$ cat config.mk
export PLATFORM = sky130hd
export DESIGN_NAME = fb_prog_loader_flat
export DESIGN_NICKNAME = d
export VERILOG_FILES = /design/src/rtl/fb_prog_loader_if.sv /design/src/rtl/fb_prog_loader.sv /design/src/flat_wrapper.sv
export SDC_FILE = /design/constraint.sdc
export NUM_CORES = 1
export LEC_CHECK = 0
export BUFFER_PORTS_ARGS = -buffer_cell sky130_fd_sc_hd__buf_2
export CAP_MARGIN = 20
export CORE_MARGIN = 2
export CORE_UTILIZATION = 47
export DETAILED_ROUTE_END_ITERATION = 10
export HOLD_SLACK_MARGIN = 0.08
export PLACE_DENSITY = 0.8
export SLEW_MARGIN = 40
export SYNTH_ARGS = -nofsm -noshare
export SYNTH_HDL_FRONTEND = slang
export SYNTH_SLANG_ARGS = --single-unit
$ cat constraint.sdc
create_clock -name clk -period 2.1 [get_ports clk]
set_input_delay 0.105 -clock clk [delete_from_list [all_inputs] [get_ports clk]]
set_output_delay 0.105 -clock clk [all_outputs]
set_load 0.02 [all_outputs]
$ cat src/rtl/fb_prog_loader_if.sv
`default_nettype none
// ============================================================================
//  Module   : fb_prog_loader_if
//  Purpose  : Length-prefixed program stream (valid/ready handshake) feeding
//             the fb_prog_loader.
//  Revision : 1.0  initial release
// ============================================================================
interface fb_prog_loader_if #(
   parameter int DATA_WIDTH = 10
);
   logic                  i_valid;
   logic [DATA_WIDTH-1:0] i_data;
   logic                  o_ready;

   // Stream source drives valid/data and observes ready.
   modport master (output i_valid, output i_data, input o_ready);
   // Loader consumes the stream.
   modport slave  (input i_valid, input i_data, output o_ready);
endinterface
`default_nettype wire

$ cat src/rtl/fb_prog_loader.sv
`default_nettype none
// ============================================================================
//  Module   : fb_prog_loader
//  Purpose  : Loads a length-prefixed program stream into block RAM from
//             address 0 while holding fb_cpu in reset, then releases the CPU
//             and passes its RAM port (MAR/MDRIn/RAMWr) through to the RAM.
//  Option   : LOADER_CSUM_EN - expect a trailing checksum word (mod 2^DW sum
//             of the program words); a mismatch halts in ERR.
//  Revision : 1.0  initial release
// ============================================================================
module fb_prog_loader #(
   parameter int ADDRESS_WIDTH = 6,
   parameter int DATA_WIDTH    = 10,
   parameter int DEPTH         = 64
) (
   input  wire logic                     clk,
   input  wire logic                     rst,
   fb_prog_loader_if.slave               strm,
   input  wire logic                     i_start,
   input  wire logic [ADDRESS_WIDTH-1:0] cpu_addr,
   input  wire logic [DATA_WIDTH-1:0]    cpu_wdata,
   input  wire logic                     cpu_we,
   output logic      [ADDRESS_WIDTH-1:0] ram_addr,
   output logic      [DATA_WIDTH-1:0]    ram_wdata,
   output logic                          ram_we,
   output logic                          cpu_rst,
   output logic                          o_done,
   output logic                          o_err
);

`ifdef LOADER_CSUM_EN
   typedef enum logic [2:0] {HDR = 3'd0, LOAD = 3'd1, RUN = 3'd2, ERR = 3'd3, CSUM = 3'd4} state_t;
`else
   typedef enum logic [2:0] {HDR = 3'd0, LOAD = 3'd1, RUN = 3'd2, ERR = 3'd3} state_t;
`endif

   localparam logic [ADDRESS_WIDTH:0]  LEN_ONE   = 1;
   localparam logic [DATA_WIDTH-1:0]   DEPTH_MAX = DATA_WIDTH'(DEPTH);

   state_t                   state;
   state_t                   state_nxt;
   logic [ADDRESS_WIDTH-1:0] wr_ptr;
   logic [ADDRESS_WIDTH:0]   len;
   logic                     ready;
   logic                     xfer;
   logic                     hdr_bad;
   logic                     last_word;

   // Ready only while the loader is consuming the stream.
   always_comb begin
      ready = (state == HDR) || (state == LOAD);
`ifdef LOADER_CSUM_EN
      if (state == CSUM) ready = 1'b1;
`endif
   end

   assign strm.o_ready = ready;
   assign xfer         = strm.i_valid && ready;
   assign hdr_bad      = (strm.i_data == '0) || (strm.i_data > DEPTH_MAX);
   assign last_word    = ({1'b0, wr_ptr} == (len - LEN_ONE));
   assign o_done       = (state == RUN);

`ifdef LOADER_CSUM_EN
   logic [DATA_WIDTH-1:0] csum;

   // Running sum of program words; restarted by each accepted header.
   always_ff @(posedge clk or negedge rst) begin
      if (!rst) begin
         csum <= '0;
      end else if (xfer && state == HDR) begin
         csum <= '0;
      end else if (xfer && state == LOAD) begin
         csum <= csum + strm.i_data;
      end
   end
`endif

   // State register.
   always_ff @(posedge clk or negedge rst) begin
      if (!rst) state <= HDR;
      else      state <= state_nxt;
   end

   // Next-state logic; i_start is only honoured once loading is over.
   always_comb begin
      state_nxt = state;
      case (state)
         HDR: begin
            if (xfer) state_nxt = hdr_bad ? ERR : LOAD;
         end
         LOAD: begin
`ifdef LOADER_CSUM_EN
            if (xfer && last_word) state_nxt = CSUM;
`else
            if (xfer && last_word) state_nxt = RUN;
`endif
         end
`ifdef LOADER_CSUM_EN
         CSUM: begin
            if (xfer) state_nxt = (strm.i_data == csum) ? RUN : ERR;
         end
`endif
         RUN, ERR: begin
            if (i_start) state_nxt = HDR;
         end
         default: state_nxt = HDR;
      endcase
   end

   // Write pointer and captured program length.
   always_ff @(posedge clk or negedge rst) begin
      if (!rst) begin
         wr_ptr <= '0;
         len    <= '0;
      end else if (xfer && state == HDR) begin
         wr_ptr <= '0;
         if (!hdr_bad) len <= strm.i_data[ADDRESS_WIDTH:0];
      end else if (xfer && state == LOAD && !last_word) begin
         wr_ptr <= wr_ptr + 1'b1;
      end
   end

   // CPU reset and sticky error follow the next state so they switch on the
   // same edge as the state change; ERR is only left via i_start.
   always_ff @(posedge clk or negedge rst) begin
      if (!rst) begin
         cpu_rst <= 1'b1;
         o_err   <= 1'b0;
      end else begin
         cpu_rst <= (state_nxt != RUN);
         o_err   <= (state_nxt == ERR);
      end
   end

   // RAM port mux: CPU owns the port in RUN, loader writes during transfers.
   always_comb begin
      ram_addr  = '0;
      ram_wdata = '0;
      ram_we    = 1'b0;
      if (state == RUN) begin
         ram_addr  = cpu_addr;
         ram_wdata = cpu_wdata;
         ram_we    = cpu_we;
      end else if (state == LOAD && strm.i_valid) begin
         ram_addr  = wr_ptr;
         ram_wdata = strm.i_data;
         ram_we    = 1'b1;
      end
   end

endmodule
`default_nettype wire

$ cat src/flat_wrapper.sv
// flat-port wrapper written by rule: the top's interface ports become plain ports
module fb_prog_loader_flat 
#(
   parameter int ADDRESS_WIDTH = 6,
   parameter int DATA_WIDTH    = 10,
   parameter int DEPTH         = 64
)
  (clk, rst, i_start, cpu_addr, cpu_wdata, cpu_we, ram_addr, ram_wdata, ram_we, cpu_rst, o_done, o_err, strm_i_valid, strm_i_data, strm_o_ready);
  fb_prog_loader_if #(.DATA_WIDTH(DATA_WIDTH)) strm_i ();
  input  wire logic clk;
  input  wire logic rst;
  input  wire logic i_start;
  input  wire logic [ADDRESS_WIDTH-1:0] cpu_addr;
  input  wire logic [DATA_WIDTH-1:0] cpu_wdata;
  input  wire logic cpu_we;
  output logic      [ADDRESS_WIDTH-1:0] ram_addr;
  output logic      [DATA_WIDTH-1:0] ram_wdata;
  output logic ram_we;
  output logic cpu_rst;
  output logic o_done;
  output logic o_err;
  input wire logic [$bits(strm_i.i_valid)-1:0] strm_i_valid;
  input wire logic [$bits(strm_i.i_data)-1:0] strm_i_data;
  output wire logic [$bits(strm_i.o_ready)-1:0] strm_o_ready;
  assign strm_i.i_valid = strm_i_valid;
  assign strm_i.i_data = strm_i_data;
  assign strm_o_ready = strm_i.o_ready;
  fb_prog_loader #(.ADDRESS_WIDTH(ADDRESS_WIDTH), .DATA_WIDTH(DATA_WIDTH), .DEPTH(DEPTH)) u_core (.clk(clk), .rst(rst), .strm(strm_i), .i_start(i_start), .cpu_addr(cpu_addr), .cpu_wdata(cpu_wdata), .cpu_we(cpu_we), .ram_addr(ram_addr), .ram_wdata(ram_wdata), .ram_we(ram_we), .cpu_rst(cpu_rst), .o_done(o_done), .o_err(o_err));
endmodule
==> results.md, run 1 <==
- Status: finished clean
- Syn Area/Cell: about 10 um2
- Starting density of the core: between 40% and 50%
- Grt ovf: 0
- Worst-margin pin slew: 0.524 ns
- Ys Warns: 0
- Worst Hold Class: input pin to register
- Cells after Synth: approximately 120
- Max_cap viols: 0
- DR vias/cell: around 5.6
- Vias: around 1.2k
- Reg clk slew, reported paths: roughly 0.11 ns
- Maximum clock path buffer count: 2
- # port buffers: just over 50
- H-Tree Depth: 1
- Crit Path Class: register to register
- Final Max Slew Viols: 0
- P_leak: 0.852 nW
- Area contributors post-synth: dfrtp_1, a22o_1, mux2_1
- Layout cell share with drive strength beyond 1: 40.3%
- Root Buffer: clkbuf_4
- Synthesis-stage register bit count: 18
- Total Power Consumption: between 0.9 and 1 mW
- Final Skew: 0.00754 ns
- Fmax: just under 0.5 GHz
- DRC: 0
- GRT Max-Usage Layer: met2
- Post-Layout Cell Count: 216
- I/O pin total: between 50 and 60
- Crit end category: register
- GPL Wtd Cong: 0.816
- # setup viols final: 0
- Share of the synthesized area in the top cell type: a little over a third
- Met3 GRT Util: 4.30%
- Syn_nets: roughly 160
- Post-synthesis sequential area ratio: approximately 37%
- CP Data Arrival Time: between 2 and 2.5 ns
- Sequential cell area: between 400 and 500 um2
- Vias in the first global route: approximately 1.1k
- CTS buffer count: 3
- GRT Util Overall: 23.7%
- Cells after DPL: between 200 and 250
- Post-DP HPWL: around 2500 um
- Largest net degree at the start of global routing: 19
- Die Span Y: 55.0 um
- Die width: roughly 55 um
- Distinct cell type count after synthesis: 45
- CP Data Required Time: roughly 2.3 ns
- Setup WS pre-CTS: approximately 0.06 ns
- Worst skew pair latency: ~0.30 ns
- Post-layout min period: roughly 2.0 ns
- Drt pass-1 iters: 4
- Antenna violations before repair: 0
- Setup slack after layout: approximately 0.088 ns
- Final Cycle Share: between 90% and 100%
- Worst hold slack: about 0.14 ns
- Cell Pwr Density: about 590 mW/mm2
- WL per Instance: 15.4 um
- First-pass GRT wire length: around 5100 um
- Fillers: about 210
- Met2 Track Usage GR: ~43%
- Setup TNS: 0 ns
- Antenna viol nets, final: 0
- Post-synth EDFFs: 0
- Sink Count: 18
- Slew Limit Headroom: around 65%
- Routed WL: 3320 um
- Die area: 0.00303 mm2
- Ant diodes: 0
- Predominant post-synthesis flop cell: dfrtp_1
- CTS tree: done
- RSZ-0062 raised after global routing: false
- Yosys top cell by area: dfrtp_1
- Post-synthesis async set-or-reset flop share: between 90% and 100%
- Startpoint Class: register
- Core area: 0.00248 mm2
- Multi-input gate area: roughly 750 um2
- Worst vdd ir: around 0.00050 V
- Area Growth Syn to Fin: 35.4%
- Final nets: 220
- Synthesized area: 0.00122 mm2
- GRT met1 Usage: 28.0%
- CP max FO: 6
- Post-CTS Setup Bufs: 0
- Final hold vios: 0
- FP Rows: 18
- Iter 0 DRT Violations: 12
==> final timing paths <==
check,start,end,slack (ns),cells after the start
worst max-delay path,u_core.len[2]$_DFFE_PN0P_,u_core.wr_ptr[4]$_DFFE_PN0P_,0.09,6
worst min-delay path,i_start,u_core.state[0]$_DFF_PN0_,0.14,3
worst max register to register,u_core.len[2]$_DFFE_PN0P_,u_core.wr_ptr[4]$_DFFE_PN0P_,0.09,6
worst min register to register,u_core.wr_ptr[2]$_DFFE_PN0P_,u_core.wr_ptr[2]$_DFFE_PN0P_,0.57,1
max in group asynchronous,rst,u_core.cpu_rst$_DFF_PN1_,1.52,2
min in group asynchronous,rst,u_core.state[1]$_DFF_PN0_,0.25,2
==> per-layer routing <==
layer,vias up,part of all wire [%]
li1,579,-
met3,8,3.5
met5,-,0
met4,0,1.4
met2,32,54
met1,598,41
==> where the power goes <==
group,internal [mW],switching [mW],total (mW)
logic,0.180,0.164,0.345
registers,0.385,0.0622,0.448
clock network,0.0739,0.112,0.186
==> what timing repair did <==
action	CTS	global route
resized for setup	0	5
hold buffers	8	0
endpoints found under the setup margin	0	8
endpoints found under the hold margin	25	0
==> per-stage QoR <==
| step | instance area, um2 | util [%] |
|---|---|---|
| 2_1_floorplan | 1220 | - |
| 3_3_place_gp | 1530 | 61.8 |
| 3_5_place_dp | 1530 | 61.8 |
| 4_1_cts | 1640 | 66.1 |
| 5_1_grt | 1660 | 66.9 |
| 6_report | 1660 | 66.9 |
==> cell usage after synthesis (2+ instances only) <==
cell and count:
nor2_1 5, xnor2_1 4, nor3_1 3, mux2i_1 3
o21a_1 2, mux2_1 8, nand4_1 3, nand3b_1 4
clkbuf_1 2, a21oi_1 3, nand3_1 3, dfrtp_1 17
xor2_1 4, ha_1 2, inv_1 4, nand2_1 12
o21ai_0 2, a22o_1 14
==> kinds of logic (layout without fill, tap and decap cells) <==
| logic type | Yosys count | after routing | share of synthesized area, % |
|---|---|---|---|
| AOI/OAI and AO/OA | 30 | 30 | 19.8 |
| xor gates and xnor gates | 8 | 8 | 5.73 |
| adders and majority gates | 2 | 2 | 2.04 |
| buffers and inverters | 8 | 72 | 3.17 |
| DFF | 18 | 18 | 36.9 |
| muxes | 11 | 11 | 9.82 |
| other | 1 | 1 | 0.306 |
| and+or+nand+nor | 44 | 44 | 22.2 |
==> flip-flops by register name, summed over array words and instances (netlist names) <==
name and cells:
u_core.o_err 1, u_core.state 3, u_core.wr_ptr 6, u_core.cpu_rst 1
u_core.len 7
==> placed cells by master, fill, tap and decap left out, drive strengths merged <==
cell,instances
dfrtp,17
nor2,5
xnor2,4
nand4,3
xor2,4
nor3,4
clkbuf,4
or3,1
or4,1
o21ai,3
inv,4
mux2,8
o211ai,1
a31o,1
nor3b,2
a22o,14
a21oi,4
dfstp,1
and3,1
conb,1
dlygate4sd3,8
nand3b,4
and2b,1
o22a,1
or3b,1
nor4b,1
nand3,3
nand2b,1
nand2,13
and2,1
nor4,2
buf,56
mux2i,3
ha,2
a21o,2
o21a,2
o221ai,1
o22ai,1
==> worst max-delay path, stage by stage, from the launching register on <==
cell and delay (ns):
dfrtp_1 0.48, or3_4 0.42, a21o_2 0.20, a21oi_2 0.14, o211ai_2 0.16, nand4_1 0.15, mux2_1 0.33
==> area by class of cell <==
type	count	share of cell area [%]
flip-flops and latches	18	27.3
inverters	4	0.906
multi-input cells	96	45.5
repair buffers	64	22.5
clock buffers	4	1.59
well taps	30	2.27
Power figures use the tool's default switching activity.
==> inputs of run 2 (changes only) <==
Settings changed: CORE_UTILIZATION 47 to 51, PLACE_DENSITY 0.8 to 0.86.
Clock period 2.1 ns to 2.5 ns, I/O delays scaled along.
==> results.md, run 2 (same netlist as run 1, synthesis figures left out) <==
- Antenna violations before repair: 0 (unchanged)
- Biggest register: u_core.len (unchanged)
- FP Rows: 17 (was 18)
- Grt ovf: 0 (unchanged)
- Final hold vios: 0 (unchanged)
- Largest net degree at the start of global routing: 19 (unchanged)
- Max reg flops: 7 (unchanged)
- Core area: 0.00223 mm2 (was 0.00248 mm2)
- DR vias/cell: 5.96 (was 5.63)
- Maximum clock path buffer count: 2 (unchanged)
- Iter 0 DRT Violations: 43 (was 12)
- DRC: 0 (unchanged)
- Worst skew pair latency: 0.30 ns (about the same)
- Antenna viol nets, final: 0 (unchanged)
- Max stage delay on crit path: 0.54 ns (was 0.48 ns)
- Startpoint Class: input pin (was register)
- Post-DP HPWL: 2560 um (was 2500 um)
- Slew Limit Headroom: 65.7% (was 64.9%)
- Ant diodes: 0 (unchanged)
- CP Data Required Time: 2.69 ns (was 2.28 ns)
- Total Power Consumption: 0.803 mW (was 0.978 mW)
- Post-CTS Setup Bufs: 0 (unchanged)
- I/O pin total: 52 (unchanged)
- Die Span Y: 53.0 um (was 55.0 um)
- Root Buffer: clkbuf_4 (unchanged)
- GRT Util Overall: 26.5% (was 23.7%)
- Cells after DPL: 199 (was 204)
- Worst hold slack: 0.0795 ns (was 0.136 ns)
- Most frequent cells in the layout: buf_2, dfrtp_1, a22o_1 (unchanged)
- Routed WL: 3350 um (was 3320 um)
- Worst Hold Class: input pin to register (unchanged)
- CP max FO: 7 (was 6)
- Vias: 1240 (was 1217)
- CTS tree: done (unchanged)
- Worst-margin pin slew: 0.513 ns (was 0.524 ns)
- Final Cycle Share: between 90% and 100%
- Die width: 53.0 um (was 55.0 um)
- Vias in the first global route: 1153 (was 1125)
- First-pass GRT wire length: 5250 um (was 5120 um)
- Post-layout min period: 2.40 ns
- Fin util: 70.8% (was 66.9%)
- GPL Wtd Cong: 0.840 (was 0.816)
- Status: finished clean (unchanged)
- CP Data Arrival Time: 2.60 ns (was 2.19 ns)
- Reg clk slew, reported paths: 0.11 ns (about the same)
- P_leak: 0.821 nW (was 0.852 nW)
- Fmax: approximately 0.42 GHz
- CP max stage cell: dlygate4sd3_1 (was dfrtp_1)
- Layout cell share with drive strength beyond 1: 38.3% (was 40.3%)
- H-Tree Depth: 1 (unchanged)
- Final Max Slew Viols: 0 (unchanged)
- # port buffers: 51 (unchanged)
- Leading cell type in the layout, fill and taps excluded: buf_2 (unchanged)
- Setup TNS: 0 ns (unchanged)
- Die area: 0.00281 mm2 (was 0.00303 mm2)
- Fillers: 171 (was 205)
- CTS buffer count: 3 (unchanged)
- Final nets: 214 (was 220)
- Crit Path Class: input pin to register (was register to register)
- Worst vdd ir: 0.000416 V (was 0.000503 V)
- Crit end category: register (unchanged)
- Max_cap viols: 0 (unchanged)
- Area Growth Syn to Fin: 29.2% (was 35.4%)
- Drt pass-1 iters: 4 (unchanged)
- Largest registers: u_core.len x7, u_core.wr_ptr x6, u_core.state x3 (unchanged)
- WL per Instance: 16.1 um (was 15.4 um)
- Sink Count: 18 (unchanged)
- RSZ-0062 raised after global routing: false (unchanged)
- CP Cell Sequence: dlygate4sd3_1 -> buf_2 -> or4_1 -> nor3_1 -> xor2_1 -> nor4_2 -> nand2_4 -> mux2_1 (was or3_4 -> a21o_2 -> a21oi_2 -> o211ai_2 -> nand4_1 -> mux2_1)
- # setup viols final: 0 (unchanged)
- Final Skew: 0.00789 ns (was 0.00754 ns)
- Post-Layout Cell Count: 208 (was 216)
- Starting density of the core: 54.8% (was 49.4%)
- Cell Pwr Density: 507 mW/mm2 (was 591 mW/mm2)
[run 2: changes by cell type in the layout (fill, tap and decap cells not counted)]
cell,previous run,this run
o21ai_1,1,0
nor3b_4,1,0
nor4_1,0,1
dlygate4sd3_1,8,5
nor3b_1,0,1
ha_2,1,0
nor4_2,2,1
o21ai_0,1,2
buf_4,5,2
ha_1,1,2
[run 2: per-stage QoR]
step	setup slack, ns	instance area (um2)
after CTS	0.0998	1580
after global placement	0.392	1510
after global routing	0.0268	1580
after floorplan	0.577	1220
final	0.0957	1580
after detailed placement	0.331	1510
[run 2: where the power goes]
part	switching [mW]	internal [mW]	total, mW
Clock	0.0961	0.0623	0.158
Combinational	0.137	0.136	0.273
Sequential	0.0476	0.324	0.371
[run 2: routing by layer]
| layer | part of all wire, % | GRT usage [%] | wire length (um) | vias up |
|---|---|---|---|---|
| met5 | 0 | 0 | 0 | - |
| met4 | 3.3 | 17.5 | 112 | 0 |
| met3 | 6.1 | 2.82 | 204 | 10 |
| met2 | 53 | 43.8 | 1770 | 58 |
| met1 | 38 | 32.3 | 1270 | 600 |
| li1 | - | - | - | 572 |
[run 2: critical path, delay by kind of cell]
kind,cells,cell delay [ns]
xor gates and xnor gates,1,0.13
buffers and inverters,2,0.68
muxes,1,0.37
and+or+nand+nor,4,1.29
[run 2: layout make-up]
class                   count  area, um2  share of cell area [%]
clock buffers               4       26.3                    1.66
well taps                  28       35.0                    2.22
inverters                   4       15.0                   0.949
multi-input cells          96        733                    46.4
repair buffers             58        320                    20.3
flip-flops and latches     18        452                    28.6
[run 2: final timing paths]
path                            slack (ns)  depth (start not counted)                       from                            to
worst max-delay path                   0.1                          8             strm_i_data[2]     u_core.len[0]$_DFFE_PN0P_
worst min-delay path                  0.08                          2             strm_i_data[6]     u_core.len[6]$_DFFE_PN0P_
worst max register to register        0.34                          8  u_core.len[0]$_DFFE_PN0P_  u_core.wr_ptr[4]$_DFFE_PN0P_
worst min register to register        0.54                          1  u_core.len[1]$_DFFE_PN0P_     u_core.len[1]$_DFFE_PN0P_
max in group asynchronous             1.91                          2                        rst      u_core.cpu_rst$_DFF_PN1_
min in group asynchronous             0.26                          2                        rst  u_core.wr_ptr[5]$_DFFE_PN0P_
[run 2: repair_timing]
| action | 4_1_cts | 5_1_grt |
|---|---|---|
| hold buffers | 5 | 0 |
| gates resized for setup | 0 | 0 |
| hold endpoints to repair | 22 | 0 |
